### src/rtl/sram_axi_master_pkg.sv
// sram_axi_master_pkg
//   Shared definitions for the SRAM-style to AXI3 master bridge:
//   AXI channel field widths, client bus widths, the FSM state type and
//   a helper that maps the client size code onto an AXI size field.
package sram_axi_master_pkg;

  // AXI3 channel field widths
  localparam int LARID    = 4;
  localparam int LARADDR  = 32;
  localparam int LARLEN   = 4;
  localparam int LARSIZE  = 3;
  localparam int LARBURST = 2;
  localparam int LARLOCK  = 2;
  localparam int LARCACHE = 4;
  localparam int LARPROT  = 3;
  localparam int LRID     = 4;
  localparam int LRDATA   = 32;
  localparam int LRRESP   = 2;
  localparam int LAWID    = 4;
  localparam int LWID     = 4;
  localparam int LWDATA   = 32;
  localparam int LWSTRB   = 4;
  localparam int LBID     = 4;
  localparam int LBRESP   = 2;

  // Client side widths
  localparam int BUS_WIDTH  = 32;
  localparam int DATA_WIDTH = 32;

  // Single-outstanding-transaction controller states
  typedef enum logic [2:0] {
    ST_IDLE  = 3'd0,
    ST_RADDR = 3'd1,
    ST_RDATA = 3'd2,
    ST_WADDR = 3'd3,
    ST_WRESP = 3'd4
  } state_e;

  // Client size code 3 has no 8-byte meaning on a 32-bit bus; it is
  // issued as a 4-byte access.
  function automatic logic [LARSIZE-1:0] axi_size(input logic [1:0] size);
    return (size == 2'd3) ? 3'b010 : {1'b0, size};
  endfunction

endpackage

### src/rtl/sram_axi_master.sv
// sram_axi_master
//   Converts a simple SRAM-like request/response client port into single
//   beat AXI3 read and write transactions. At most one transaction is in
//   flight; the client sees addr_ok while idle and a one-cycle data_ok
//   pulse when the transaction completes.
//
// Ports
//   aclk, aresetn              clock, synchronous active-low reset
//   req, wr, size, addr,       client request (accepted when req && addr_ok)
//   req_wdata, req_wstrb       client write data / byte enables
//   addr_ok, data_ok,          client accept / completion pulse
//   rsp_rdata, resp_err        read data (held) / error flag (with data_ok)
//   dbg_state                  current FSM state (state_e encoding)
//   ar*/r*/aw*/w*/b*           AXI3 master channels
//
// Handshake rule: a transfer happens on a rising edge where valid and
// ready are both high; a valid, once raised, stays high with its payload
// stable until that edge, and ready signals are only raised in the state
// that owns the channel.
module sram_axi_master
  import sram_axi_master_pkg::*;
#(
  parameter logic [LARID-1:0] ARID = 4'd0,
  parameter logic [LAWID-1:0] AWID = 4'd1
) (
  input  logic                  aclk,
  input  logic                  aresetn,
  // client port
  input  logic                  req,
  input  logic                  wr,
  input  logic [1:0]            size,
  input  logic [BUS_WIDTH-1:0]  addr,
  input  logic [DATA_WIDTH-1:0] req_wdata,
  input  logic [3:0]            req_wstrb,
  output logic                  addr_ok,
  output logic                  data_ok,
  output logic [DATA_WIDTH-1:0] rsp_rdata,
  output logic                  resp_err,
  output logic [2:0]            dbg_state,
  // AR
  output logic [LARID-1:0]      arid,
  output logic [LARADDR-1:0]    araddr,
  output logic [LARLEN-1:0]     arlen,
  output logic [LARSIZE-1:0]    arsize,
  output logic [LARBURST-1:0]   arburst,
  output logic [LARLOCK-1:0]    arlock,
  output logic [LARCACHE-1:0]   arcache,
  output logic [LARPROT-1:0]    arprot,
  output logic                  arvalid,
  input  logic                  arready,
  // R
  input  logic [LRID-1:0]       rid,
  input  logic [LRDATA-1:0]     rdata,
  input  logic [LRRESP-1:0]     rresp,
  input  logic                  rlast,
  input  logic                  rvalid,
  output logic                  rready,
  // AW
  output logic [LAWID-1:0]      awid,
  output logic [LARADDR-1:0]    awaddr,
  output logic [LARLEN-1:0]     awlen,
  output logic [LARSIZE-1:0]    awsize,
  output logic [LARBURST-1:0]   awburst,
  output logic [LARLOCK-1:0]    awlock,
  output logic [LARCACHE-1:0]   awcache,
  output logic [LARPROT-1:0]    awprot,
  output logic                  awvalid,
  input  logic                  awready,
  // W
  output logic [LWID-1:0]       wid,
  output logic [LWDATA-1:0]     wdata,
  output logic [LWSTRB-1:0]     wstrb,
  output logic                  wlast,
  output logic                  wvalid,
  input  logic                  wready,
  // B
  input  logic [LBID-1:0]       bid,
  input  logic [LBRESP-1:0]     bresp,
  input  logic                  bvalid,
  output logic                  bready
);

  state_e                  state_q, state_d;
  logic [BUS_WIDTH-1:0]    addr_q, addr_d;
  logic [1:0]              size_q, size_d;
  logic [DATA_WIDTH-1:0]   wdata_q, wdata_d;
  logic [3:0]              wstrb_q, wstrb_d;
  logic                    wr_q, wr_d;
  logic                    aw_done_q, aw_done_d;
  logic                    w_done_q, w_done_d;
  logic                    data_ok_q, data_ok_d;
  logic                    resp_err_q, resp_err_d;
  logic [DATA_WIDTH-1:0]   rdata_q, rdata_d;
  logic                    aw_now, w_now;

  // Single-beat transactions never need rlast; it is accepted but ignored.
  logic unused_rlast;
  assign unused_rlast = rlast;

  always_comb begin
    state_d    = state_q;
    addr_d     = addr_q;
    size_d     = size_q;
    wdata_d    = wdata_q;
    wstrb_d    = wstrb_q;
    wr_d       = wr_q;
    aw_done_d  = aw_done_q;
    w_done_d   = w_done_q;
    data_ok_d  = 1'b0;
    resp_err_d = 1'b0;
    rdata_d    = rdata_q;
    // A channel counts as done if it finished earlier or finishes now.
    aw_now     = aw_done_q | (awvalid & awready);
    w_now      = w_done_q | (wvalid & wready);
    case (state_q)
      ST_IDLE: begin
        if (req) begin
          addr_d    = addr;
          size_d    = size;
          wdata_d   = req_wdata;
          wstrb_d   = req_wstrb;
          wr_d      = wr;
          aw_done_d = 1'b0;
          w_done_d  = 1'b0;
          state_d   = wr ? ST_WADDR : ST_RADDR;
        end
      end
      ST_RADDR: begin
        if (arready) state_d = ST_RDATA;
      end
      ST_RDATA: begin
        if (rvalid) begin
          state_d    = ST_IDLE;
          data_ok_d  = 1'b1;
          rdata_d    = rdata;
          resp_err_d = (rresp != 2'b00) || (rid != ARID);
        end
      end
      ST_WADDR: begin
        if (aw_now && w_now) begin
          state_d   = ST_WRESP;
          aw_done_d = 1'b0;
          w_done_d  = 1'b0;
        end else begin
          aw_done_d = aw_now;
          w_done_d  = w_now;
        end
      end
      ST_WRESP: begin
        if (bvalid) begin
          state_d    = ST_IDLE;
          data_ok_d  = 1'b1;
          resp_err_d = (bresp != 2'b00) || (bid != AWID);
        end
      end
      default: state_d = ST_IDLE;
    endcase
  end

  always_ff @(posedge aclk) begin
    if (!aresetn) begin
      state_q    <= ST_IDLE;
      addr_q     <= '0;
      size_q     <= '0;
      wdata_q    <= '0;
      wstrb_q    <= '0;
      wr_q       <= 1'b0;
      aw_done_q  <= 1'b0;
      w_done_q   <= 1'b0;
      data_ok_q  <= 1'b0;
      resp_err_q <= 1'b0;
      rdata_q    <= '0;
    end else begin
      state_q    <= state_d;
      addr_q     <= addr_d;
      size_q     <= size_d;
      wdata_q    <= wdata_d;
      wstrb_q    <= wstrb_d;
      wr_q       <= wr_d;
      aw_done_q  <= aw_done_d;
      w_done_q   <= w_done_d;
      data_ok_q  <= data_ok_d;
      resp_err_q <= resp_err_d;
      rdata_q    <= rdata_d;
    end
  end

  // Client side
  assign addr_ok   = (state_q == ST_IDLE);
  assign data_ok   = data_ok_q;
  assign resp_err  = resp_err_q;
  assign rsp_rdata = rdata_q;
  assign dbg_state = state_q;

  // AR: payload comes straight from the captured request
  assign arid    = ARID;
  assign araddr  = addr_q;
  assign arlen   = '0;
  assign arsize  = axi_size(size_q);
  assign arburst = 2'b01;
  assign arlock  = '0;
  assign arcache = '0;
  assign arprot  = '0;
  assign arvalid = (state_q == ST_RADDR) && !wr_q;

  assign rready  = (state_q == ST_RDATA);

  // AW / W run independently inside WADDR
  assign awid    = AWID;
  assign awaddr  = addr_q;
  assign awlen   = '0;
  assign awsize  = axi_size(size_q);
  assign awburst = 2'b01;
  assign awlock  = '0;
  assign awcache = '0;
  assign awprot  = '0;
  assign awvalid = (state_q == ST_WADDR) && !aw_done_q;

  assign wid     = AWID;
  assign wdata   = wdata_q;
  assign wstrb   = wstrb_q;
  assign wlast   = 1'b1;
  assign wvalid  = (state_q == ST_WADDR) && !w_done_q;

  assign bready  = (state_q == ST_WRESP);

endmodule

### config.mk
export PLATFORM = sky130hd
export DESIGN_NAME = sram_axi_master
export DESIGN_NICKNAME = d
export VERILOG_FILES = /design/src/rtl/sram_axi_master_pkg.sv /design/src/rtl/sram_axi_master.sv
export SDC_FILE = /design/constraint.sdc
export NUM_CORES = 1
export LEC_CHECK = 0
export ABC_AREA = 1
export BUFFER_PORTS_ARGS = -buffer_cell sky130_fd_sc_hd__buf_4
export CORE_AREA = 3 3 122 124
export DETAILED_ROUTE_END_ITERATION = 12
export DIE_AREA = 0 0 125 127
export PLACE_DENSITY = 0.71
export SLEW_MARGIN = 20
export SYNTH_ARGS = -nofsm -noshare
export SYNTH_HDL_FRONTEND = slang
export SYNTH_SLANG_ARGS = --single-unit
### constraint.sdc
create_clock -name aclk -period 1.8 [get_ports aclk]
set_input_delay 0.09 -clock aclk [delete_from_list [all_inputs] [get_ports aclk]]
set_output_delay 0.09 -clock aclk [all_outputs]
set_load 0.01 [all_outputs]
==> metrics.md <==
| Metric | Value |
|---|---|
| 1st-iter DRT viols | `184` |
| Shortest period the worst path allows | `1.579 ns` |
| Int Power | `6.146 mW` |
| Chip height | `127 um` |
| Worst R2R Path Depth | `7` |
| Num CTS Buffers | `9` |
| Syn. warnings | `0` |
| Seq pwr share | `35.0%` |
| RR Endpoint | `rsp_rdata[8]$_SDFFE_PN0P_` |
| RSZ-0062 raised after global routing | `false` |
| Multi-input gate area | `2517 sq um` |
| Final hold vios | `0` |
| Starting Density | `39.83%` |
| Asr flop ratio synth | `0%` |
| Total global-route track usage | `18.32%` |
| CTS tree | `built` |
| Gp weighted congestion | `0.8058` |
| Fin cells | `1048` |
| P_sw | `3.643 mW` |
| Number of library cell types mapped by synthesis | `28` |
| Total core area | `13880 sq um` |
| Layout cell share with drive strength beyond 1 | `49.42%` |
| TritonRoute pass-1 iters | `4` |
| Net Sw Frac | `37.22%` |
| Commonest cells after routing, fill and taps aside | `buf_4, dfxtp_1, nand3_1` |
| Final Max Slew Viols | `0` |
| First-pass GRT wire length | `23.83 mm` |
| ANT nets after route | `0` |
| P per Cell Area | `1243 nW/um^2` |
| Max clock buf depth | `2` |
| Placement Rows | `43` |
| Largest net degree at the start of global routing | `41` |
| Combinational power share | `42.7%` |
| Buffers on Ports | `269` |
| Clock power frac | `22.3%` |
| Final Setup Violations | `0` |
| Setup slack, reg-to-reg | `0.29 ns` |
| Critical Path Sink Type | `output port` |
| Critical Path Source Type | `register` |
| H-tree Lvls | `3` |
| Number of synthesized flops with an enable pin | `0` |
| Syn_area_per_cell | `8.990 sq um` |
| Clock latency on the worst-skew pair | `0.35 ns` |
| Synth Cell Area | `5529 sq um` |
| Status | `completed` |
| Initial antenna violation count | `0` |
| Area grow syn2layout | `42.41%` |
| Number of global-route vias before repair | `4621` |
| Kind of critical path | `reg -> out` |
| Post-CTS setup buffer count | `0` |
| Max IR drop VDD | `0.0007397 V` |
| Total Routed Length | `15.15 mm` |
| Via count | `4749` |
| Post-synthesis sequential area ratio | `39.83%` |
| Vias per std cell | `4.531` |
| Inst Count DP | `1002` |
| Fin nets | `987` |
| Top_reg_cell synth | `dfxtp_1` |
| WP data required | `1.71 ns` |
| Lkg Pwr | `3.653 nW` |
| Commonest non-fill, non-tap cell in the layout | `buf_4` |
| Die Area | `15880 sq um` |
| Storage cell area | `2203 sq um` |
| Reg-to-reg critical path startpoint | `dbg_state[2]$_SDFFE_PN0P_` |
| Worst Skew | `0.009694 ns` |
| Flops & latches, synth | `110` |
| Period utilisation layout | `87.70%` |
| Total clock sinks | `110` |
| Critical Path Sink | `awvalid` |
| CTS Root Cell | `clkbuf_16` |
| Mapped Cells | `615` |
| Fillcell total | `1295` |
| Setup crit start | `dbg_state[0]$_SDFFE_PN0P_` |
| Fmax | `0.6334 GHz` |
| Max Cap Violations | `0` |
| Setup TNS | `0 ns` |
| Critical path fanouts, max | `9` |
| I/O Pins | `316` |
| Worst-path clk slew | `0.07 ns` |
| Post-DP HPWL | `10.91 mm` |
| Wirelength per Cell | `14.46 um` |
| Worst min path class | `in -> reg` |
| DRC Markers | `0` |
| Inserted Diodes | `0` |
| Die Width | `125 um` |
| Total gr overflow | `0` |
| WP data arrival | `1.49 ns` |
-- stage by stage --
stage               hold WS [ns]  area, sq um  worst slack, ns  util, %  power (mW)
floorplan                 0.2388         5690           0.4044        -       6.296
global placement          0.3238         7247           0.2980    52.21       7.604
detailed placement        0.3304         7247           0.2675    52.21       7.653
CTS                     0.001912         7873          0.05500    56.72       9.914
global route             0.01564         7874          0.08847    56.72       10.38
finish                  0.007481         7874           0.2213    56.72       9.789
-- what timing repair did --
item                                    4_1_cts  5_1_grt
endpoints found under the setup margin        0        2
gates resized for setup                       0        1
endpoints found under the hold margin        30        0
hold buffers                                 30        0
-- power by group through the flow --
stage                     Clock [mW]  Combinational [mW]  Sequential, mW
after floorplan                    0                2.66            3.64
after global placement             0                4.14            3.46
after detailed placement           0                4.18            3.48
after CTS                       2.25                4.23            3.43
after global routing            2.34                4.53            3.50
final                           2.19                4.18            3.42
-- kinds of logic after synthesis --
| family | share of synthesized area [%] |
|---|---|
| AO/OA/AOI/OAI | 14.62 |
| flip-flops | 39.83 |
| AND/OR/NAND/NOR | 27.70 |
| other | 0.1358 |
| buffers and inverters | 17.72 |
-- metal layers --
metal  vias up  GRT usage, %  part of all wire, %
li1       2378             -                    -
met1      2157         21.97                   40
met2       188         31.19                   49
met3        26         5.644                  7.9
met4         0         6.505                  2.6
met5         -             0                    0
-- cell usage after synthesis (2+ instances only) --
library cell | n | area (sq um)
inv_1 | 16 | 60.06
nand3_1 | 79 | 395.4
buf_12 | 7 | 140.1
dfxtp_1 | 110 | 2202
nand2_1 | 22 | 82.58
a21oi_1 | 16 | 80.08
nand2_4 | 61 | 686.9
buf_2 | 9 | 45.04
o21ai_1 | 32 | 160.2
inv_2 | 2 | 7.510
o21a_1 | 2 | 15.01
clkbuf_1 | 21 | 78.83
a21oi_2 | 60 | 525.5
o21ai_0 | 4 | 20.02
buf_4 | 81 | 608.1
buf_6 | 3 | 33.78
nor2_1 | 78 | 292.8
conb_1 | 2 | 7.510
-- cell type report --
| cell class | instances | share of cell area, % |
|---|---|---|
| clock inverter | 5 | 1.049 |
| sequential | 110 | 27.98 |
| tap | 180 | 2.860 |
| inverter | 19 | 0.9534 |
| timing repair buffer | 315 | 32.10 |
| multi-input combinational | 408 | 31.97 |
| clock buffer | 11 | 3.083 |
-- worst min path at each step --
stage / slack [ns] / depth (start not counted) / start / endpoint
floorplan: 0.24 / 2 / rdata[10] / rsp_rdata[10]$_SDFFE_PN0P_
global placement: 0.32 / 3 / rdata[21] / rsp_rdata[21]$_SDFFE_PN0P_
detailed placement: 0.33 / 3 / rdata[24] / rsp_rdata[24]$_SDFFE_PN0P_
CTS: 0.002 / 3 / rdata[0] / rsp_rdata[0]$_SDFFE_PN0P_
global route: 0.02 / 3 / req_wdata[5] / wdata[5]$_SDFFE_PN0P_
finish: 0.007 / 3 / rdata[0] / rsp_rdata[0]$_SDFFE_PN0P_
-- critical path: stages (launching register included) --
cell and delay [ns]:
dfxtp_2 0.47, nand2_1 0.10, nor2_1 0.18, inv_1 0.15
nor2_1 0.12, buf_4 0.13
-- flip-flops by register name, summed over array words and instances, names as in the netlist --
register	flops
aw_done_q	1
wdata	32
araddr	32
resp_err	1
wr_q	1
dbg_state	3
rsp_rdata	32
w_done_q	1
size_q	2
data_ok	1
wstrb	4
Power figures use the tool's default switching activity.
